==> src/rtl/sysid_pkg.sv <==
`default_nettype none
// ============================================================================
// Package : sysid_pkg
// Brief   : Shared types and constants for the system-ID read master.
// Rev     : 1.0 - initial release
// ============================================================================
package sysid_pkg;

  typedef enum logic [2:0] {
    ST_IDLE    = 3'd0,
    ST_ID_CMD  = 3'd1,
    ST_ID_WAIT = 3'd2,
    ST_TS_CMD  = 3'd3,
    ST_TS_WAIT = 3'd4,
    ST_FINISH  = 3'd5
  } sysid_state_e;

  localparam logic        SYSID_ADDR_ID    = 1'b0;
  localparam logic        SYSID_ADDR_TS    = 1'b1;
  localparam logic [31:0] SYSID_DEFAULT_TS = 32'd1489964946;

endpackage
`default_nettype wire

==> src/rtl/sysid_timeout_ctr.sv <==
`default_nettype none
// ============================================================================
// Module : sysid_timeout_ctr
// Brief  : Per-transaction cycle counter; expired flags the last allowed cycle.
// Rev    : 1.0 - initial release
// ============================================================================
module sysid_timeout_ctr (
  input  logic        clock,
  input  logic        reset_n,
  input  logic        clear,
  input  logic        enable,
  input  logic [15:0] limit,
  output logic        expired
);

  logic [15:0] r_count;

  always_ff @(posedge clock or negedge reset_n) begin
    if (!reset_n) begin
      r_count <= '0;
    end else if (clear) begin
      r_count <= '0;
    end else if (enable && (r_count != 16'hFFFF)) begin
      r_count <= r_count + 16'd1;
    end
  end

  // r_count is the zero-based index of the current cycle, so this cycle is
  // number r_count+1 of the transaction.
  assign expired = enable && (({1'b0, r_count} + 17'd1) >= {1'b0, limit});

endmodule
`default_nettype wire

==> src/rtl/sysid_read_master.sv <==
`default_nettype none
// ============================================================================
// Module : sysid_read_master
// Brief  : Avalon-MM master reading system ID and timestamp, reporting match.
// Rev    : 1.0 - initial release
// ============================================================================
module sysid_read_master
  import sysid_pkg::*;
#(
  parameter logic [31:0] EXPECTED_ID        = 32'd0,
  parameter logic [31:0] EXPECTED_TIMESTAMP = SYSID_DEFAULT_TS,
  parameter int unsigned TIMEOUT_CYCLES     = 255,
  parameter bit          AUTO_START         = 1'b1
) (
  input  logic        clock,
  input  logic        reset_n,
  input  logic        start,
  output logic        avm_address,
  output logic        avm_read,
  input  logic        avm_waitrequest,
  input  logic [31:0] avm_readdata,
  input  logic        avm_readdatavalid,
  output logic        busy,
  output logic        done,
  output logic        id_ok,
  output logic        ts_ok,
  output logic        timeout_err,
  output logic [31:0] id_value,
  output logic [31:0] ts_value
);

  sysid_state_e r_state;
  sysid_state_e w_next;
  logic         r_auto_pending;
  logic         w_begin;
  logic         w_cap_id;
  logic         w_cap_ts;
  logic         w_timeout;
  logic         w_expired;
  logic         w_in_txn;
  logic         w_enter_cmd;

  assign w_in_txn    = (r_state == ST_ID_CMD) || (r_state == ST_ID_WAIT) ||
                       (r_state == ST_TS_CMD) || (r_state == ST_TS_WAIT);
  assign w_enter_cmd = (w_next != r_state) &&
                       ((w_next == ST_ID_CMD) || (w_next == ST_TS_CMD));

  sysid_timeout_ctr u_timeout_ctr (
    .clock   (clock),
    .reset_n (reset_n),
    .clear   (w_enter_cmd),
    .enable  (w_in_txn),
    .limit   (16'(TIMEOUT_CYCLES)),
    .expired (w_expired)
  );

  // Data arriving in the last allowed cycle wins over the timeout.
  always_comb begin
    w_next    = r_state;
    w_begin   = 1'b0;
    w_cap_id  = 1'b0;
    w_cap_ts  = 1'b0;
    w_timeout = 1'b0;
    case (r_state)
      ST_IDLE: begin
        if (start || r_auto_pending) begin
          w_next  = ST_ID_CMD;
          w_begin = 1'b1;
        end
      end
      ST_ID_CMD: begin
        if (!avm_waitrequest && avm_readdatavalid) begin
          w_cap_id = 1'b1;
          w_next   = ST_TS_CMD;
        end else if (w_expired) begin
          w_timeout = 1'b1;
          w_next    = ST_FINISH;
        end else if (!avm_waitrequest) begin
          w_next = ST_ID_WAIT;
        end
      end
      ST_ID_WAIT: begin
        if (avm_readdatavalid) begin
          w_cap_id = 1'b1;
          w_next   = ST_TS_CMD;
        end else if (w_expired) begin
          w_timeout = 1'b1;
          w_next    = ST_FINISH;
        end
      end
      ST_TS_CMD: begin
        if (!avm_waitrequest && avm_readdatavalid) begin
          w_cap_ts = 1'b1;
          w_next   = ST_FINISH;
        end else if (w_expired) begin
          w_timeout = 1'b1;
          w_next    = ST_FINISH;
        end else if (!avm_waitrequest) begin
          w_next = ST_TS_WAIT;
        end
      end
      ST_TS_WAIT: begin
        if (avm_readdatavalid) begin
          w_cap_ts = 1'b1;
          w_next   = ST_FINISH;
        end else if (w_expired) begin
          w_timeout = 1'b1;
          w_next    = ST_FINISH;
        end
      end
      ST_FINISH: w_next = ST_IDLE;
      default:   w_next = ST_IDLE;
    endcase
  end

  // Bus outputs are registered from the next state so they line up with it.
  always_ff @(posedge clock or negedge reset_n) begin
    if (!reset_n) begin
      r_state        <= ST_IDLE;
      r_auto_pending <= AUTO_START;
      avm_read       <= 1'b0;
      avm_address    <= SYSID_ADDR_ID;
      busy           <= 1'b0;
      done           <= 1'b0;
      id_ok          <= 1'b0;
      ts_ok          <= 1'b0;
      timeout_err    <= 1'b0;
      id_value       <= '0;
      ts_value       <= '0;
    end else begin
      r_state        <= w_next;
      r_auto_pending <= 1'b0;
      avm_read       <= (w_next == ST_ID_CMD) || (w_next == ST_TS_CMD);
      avm_address    <= ((w_next == ST_TS_CMD) || (w_next == ST_TS_WAIT)) ?
                        SYSID_ADDR_TS : SYSID_ADDR_ID;
      busy           <= (w_next != ST_IDLE);
      done           <= (r_state == ST_FINISH);
      if (w_begin) begin
        id_ok       <= 1'b0;
        ts_ok       <= 1'b0;
        timeout_err <= 1'b0;
      end
      if (w_cap_id) begin
        id_value <= avm_readdata;
        id_ok    <= (avm_readdata == EXPECTED_ID);
      end
      if (w_cap_ts) begin
        ts_value <= avm_readdata;
        ts_ok    <= (avm_readdata == EXPECTED_TIMESTAMP);
      end
      if (w_timeout) begin
        timeout_err <= 1'b1;
      end
    end
  end

endmodule
`default_nettype wire

==> config.mk <==
export PLATFORM = sky130hd
export DESIGN_NAME = sysid_read_master
export DESIGN_NICKNAME = d
export VERILOG_FILES = /design/src/rtl/sysid_pkg.sv /design/src/rtl/sysid_timeout_ctr.sv /design/src/rtl/sysid_read_master.sv
export SDC_FILE = /design/constraint.sdc
export NUM_CORES = 1
export LEC_CHECK = 0
export CORE_MARGIN = 4
export CORE_UTILIZATION = 48
export DETAILED_ROUTE_END_ITERATION = 8
export PLACE_DENSITY_LB_ADDON = 0.15
export SLEW_MARGIN = 20
export SYNTH_ARGS = -nofsm -noshare
export SYNTH_HDL_FRONTEND = slang
export SYNTH_SLANG_ARGS = --single-unit
==> constraint.sdc <==
create_clock -name clock -period 3.01 [get_ports clock]
set_input_delay 0.602 -clock clock [delete_from_list [all_inputs] [get_ports clock]]
set_output_delay 0.602 -clock clock [all_outputs]
set_load 0.01 [all_outputs]
==> flow_summary.yaml <==
logic_synthesis:
  ys_top_cells_by_area: "dfrtp_1, mux2_2, xor2_1"
  syn-num-nets: 352
  synthCells: 313
  synthTopCellsByCount: "dfrtp_1, mux2_2, nor2_1"
  synth_area_um2: 4038
  synth_area_leader_cell: "dfrtp_1"
  synth_edf_count: 0
  synth-seq-area-share_pct: 56.43
  synthDistinctLibCells: 48
  yosysWarnings: 0
  ys_seq_elements: 91
  synthFlopType: "dfrtp_1"
  yosysMostFrequentCell: "dfrtp_1"
  synth_top_cell_area_share_pct: 55.78
  avgSynthCellArea_um2: 12.90
  ys_async_sr_fraction_pct: 100.0
outcome:
  status: "finished, final reports clean"
timing:
  relSlewSlack_pct: 52.99
  slew_violations: 0
  fmax_mhz: 377.6
  setup_viol: 0
  rsz0062_at_grt: "false"
  finalSetupTns_ps: 0
  finalCritPeriodShare_pct: 87.97
  hold_viol_final: 0
  worst_pin_slew_ps: 705.1
  fin_crit_ps: 2648
  clock_skew_ps: 15.03
layout:
  area_delta_synth_final_pct: 34.46
  nFillCells: 644
  diodes: 0
  final_nets: 466
  drive_above_1_share_pct: 23.61
clock_network:
  clk_pin_slew_ps: 90
  cts_tree: "done"
  clockBufferDepth: 2
  cts_setup_buffers: 0
  cts_resized: 0
  cts.sink_count: 91
  cts-buffers-inserted: 9
  hold_buffers: 0
  insertion_delay_ps: 340
  cts_root_buffer: "clkbuf_8"
  htree_levels: 3
routing:
  vias_per_cell: 5.305
  drc: 0
  vias: 2849
  dr.pass1.iters: 4
  avgRoutedWirePerCell_um: 16.89
  postRouteAntennaNets: 0
  wirelength_um: 9069
  dr.first_iter.drc_count: 82
global_route:
  grt_pass1_wl_um: 15190
  gr-usage-all-layers_pct: 19.30
  antenna_found_initial: 0
  grt_overflow_total: 0
  grt_pass1_vias: 3049
  grt_max_degree: 57
setup_path:
  r2r-end: "avm_address"
  r2r-start: "u_timeout_ctr.r_count[2]"
  ff2ff_setup_slack_ps: 360
  critPathKind: "reg2reg"
  critPathArrivalTime_ps: 2890
  worstPathRequired_ps: 3250
  cp-end-kind: "flop"
  reg2reg_depth: 7
  crit_fanout: 8
  startpoint_type: "flop"
placement:
  dpl.hpwl_um: 6722
  gp_congestion: 0.8483
  io_buffers: 107
floorplanning:
  coreArea_um2: 8217
  fp.dieH_um: 99.72
  initial_utilization_pct: 49.14
  ioPinCount: 108
  die_x_um: 99.72
  design.die.area_um2: 9943
  fp-row-count: 33
power:
  irDropWorstVdd_mv: 0.5563
  power_mw: 5.332
  p_per_area_nw_per_um2: 982.1
  cellLeakagePower_nw: 2.296
flow_run:
  cap_violations: 0
hold_path:
  worstHoldPathType: "in2async"
registers in the layout (all words and copies together), names as in the netlist, 3 cells and up:
register and count:
r_state 3, id_value 32, ts_value 32, u_timeout_ctr.r_count 16
cell usage in the layout (no fill, tap or decap), drive strengths merged, types with 2 or more instances in the layout:
master	instances
a21oi	2
clkinv	3
mux2	66
a211oi	3
mux2i	2
clkdlybuf4s50	106
and2	4
o211ai	2
o31ai	5
o21ai	5
nand3	8
inv	4
dfrtp	90
nand4	13
xnor2	5
nor3	3
buf	9
nor2	24
nand2b	4
xor2	12
nor4	11
clkbuf	11
nor2b	3
ha	2
or4	2
nand2	17
routing by layer:
| layer | global-route usage, % | part of all wire [%] | vias to the layer above |
|---|---|---|---|
| li1 | - | - | 1352 |
| met3 | 7.293 | 7.0 | 7 |
| met1 | 23.91 | 42 | 1432 |
| met2 | 31.81 | 50 | 58 |
| met4 | 5.042 | 0.93 | 0 |
| met5 | 0 | 0 | - |
report_power, final:
group	leakage, nW	internal [mW]	switching (mW)
logic	1.08	1.46	1.02
registers	1.12	1.74	0.312
clock network	0.0975	0.384	0.414
total	2.30	3.59	1.74
layout make-up:
cell class / count / area (um^2) / share of cell area, %
Inverter: 3 / 11.26 / 0.2074
Sequential cell: 91 / 2278 / 41.97
Timing Repair Buffer: 115 / 1129 / 20.79
Clock inverter: 5 / 53.80 / 0.9910
Tap cell: 105 / 131.4 / 2.420
Clock buffer: 11 / 131.4 / 2.420
Multi-Input combinational cell: 207 / 1694 / 31.21
worst max path at each step:
stage / startpoint / depth (start not counted) / slack [ps] / end
global placement: u_timeout_ctr.r_count[3] / 7 / 470 / avm_address
global route: u_timeout_ctr.r_count[3] / 7 / 200 / avm_address
floorplan: u_timeout_ctr.r_count[0] / 8 / 620 / avm_address
CTS: u_timeout_ctr.r_count[2] / 7 / 370 / avm_address
finish: u_timeout_ctr.r_count[2] / 7 / 360 / avm_address
detailed placement: u_timeout_ctr.r_count[3] / 7 / 370 / avm_address
kinds of logic after synthesis:
kind of cell	Yosys count	share of synthesized area, %
AOI/OAI and AO/OA	23	4.679
xor gates and xnor gates	17	3.688
adders and majority gates	2	0.6197
buffers and inverters	15	1.611
DFF	91	56.43
muxes	68	19.00
other	1	0.09288
and+or+nand+nor	96	13.88
worst max-delay path: stages (launching register included):
cell	delay (ps)
dfrtp_1	540
nand4_4	170
nor4_1	440
mux2_2	400
a21oi_1	230
nand4b_4	180
o31ai_4	270
mux2_4	320
through the flow:
step	util [%]	worst slack (ps)	hold WS, ps	instances	area [um^2]
after floorplan	-	623.8	306.4	313	4038
after global placement	63.82	466.2	462.2	521	5244
after detailed placement	63.82	374.5	472.7	521	5244
after CTS	66.07	372.6	319.8	537	5429
after global routing	66.07	195.3	345.3	537	5429
final	66.07	362.0	292.1	537	5429
(Power assumes the default switching activity.)
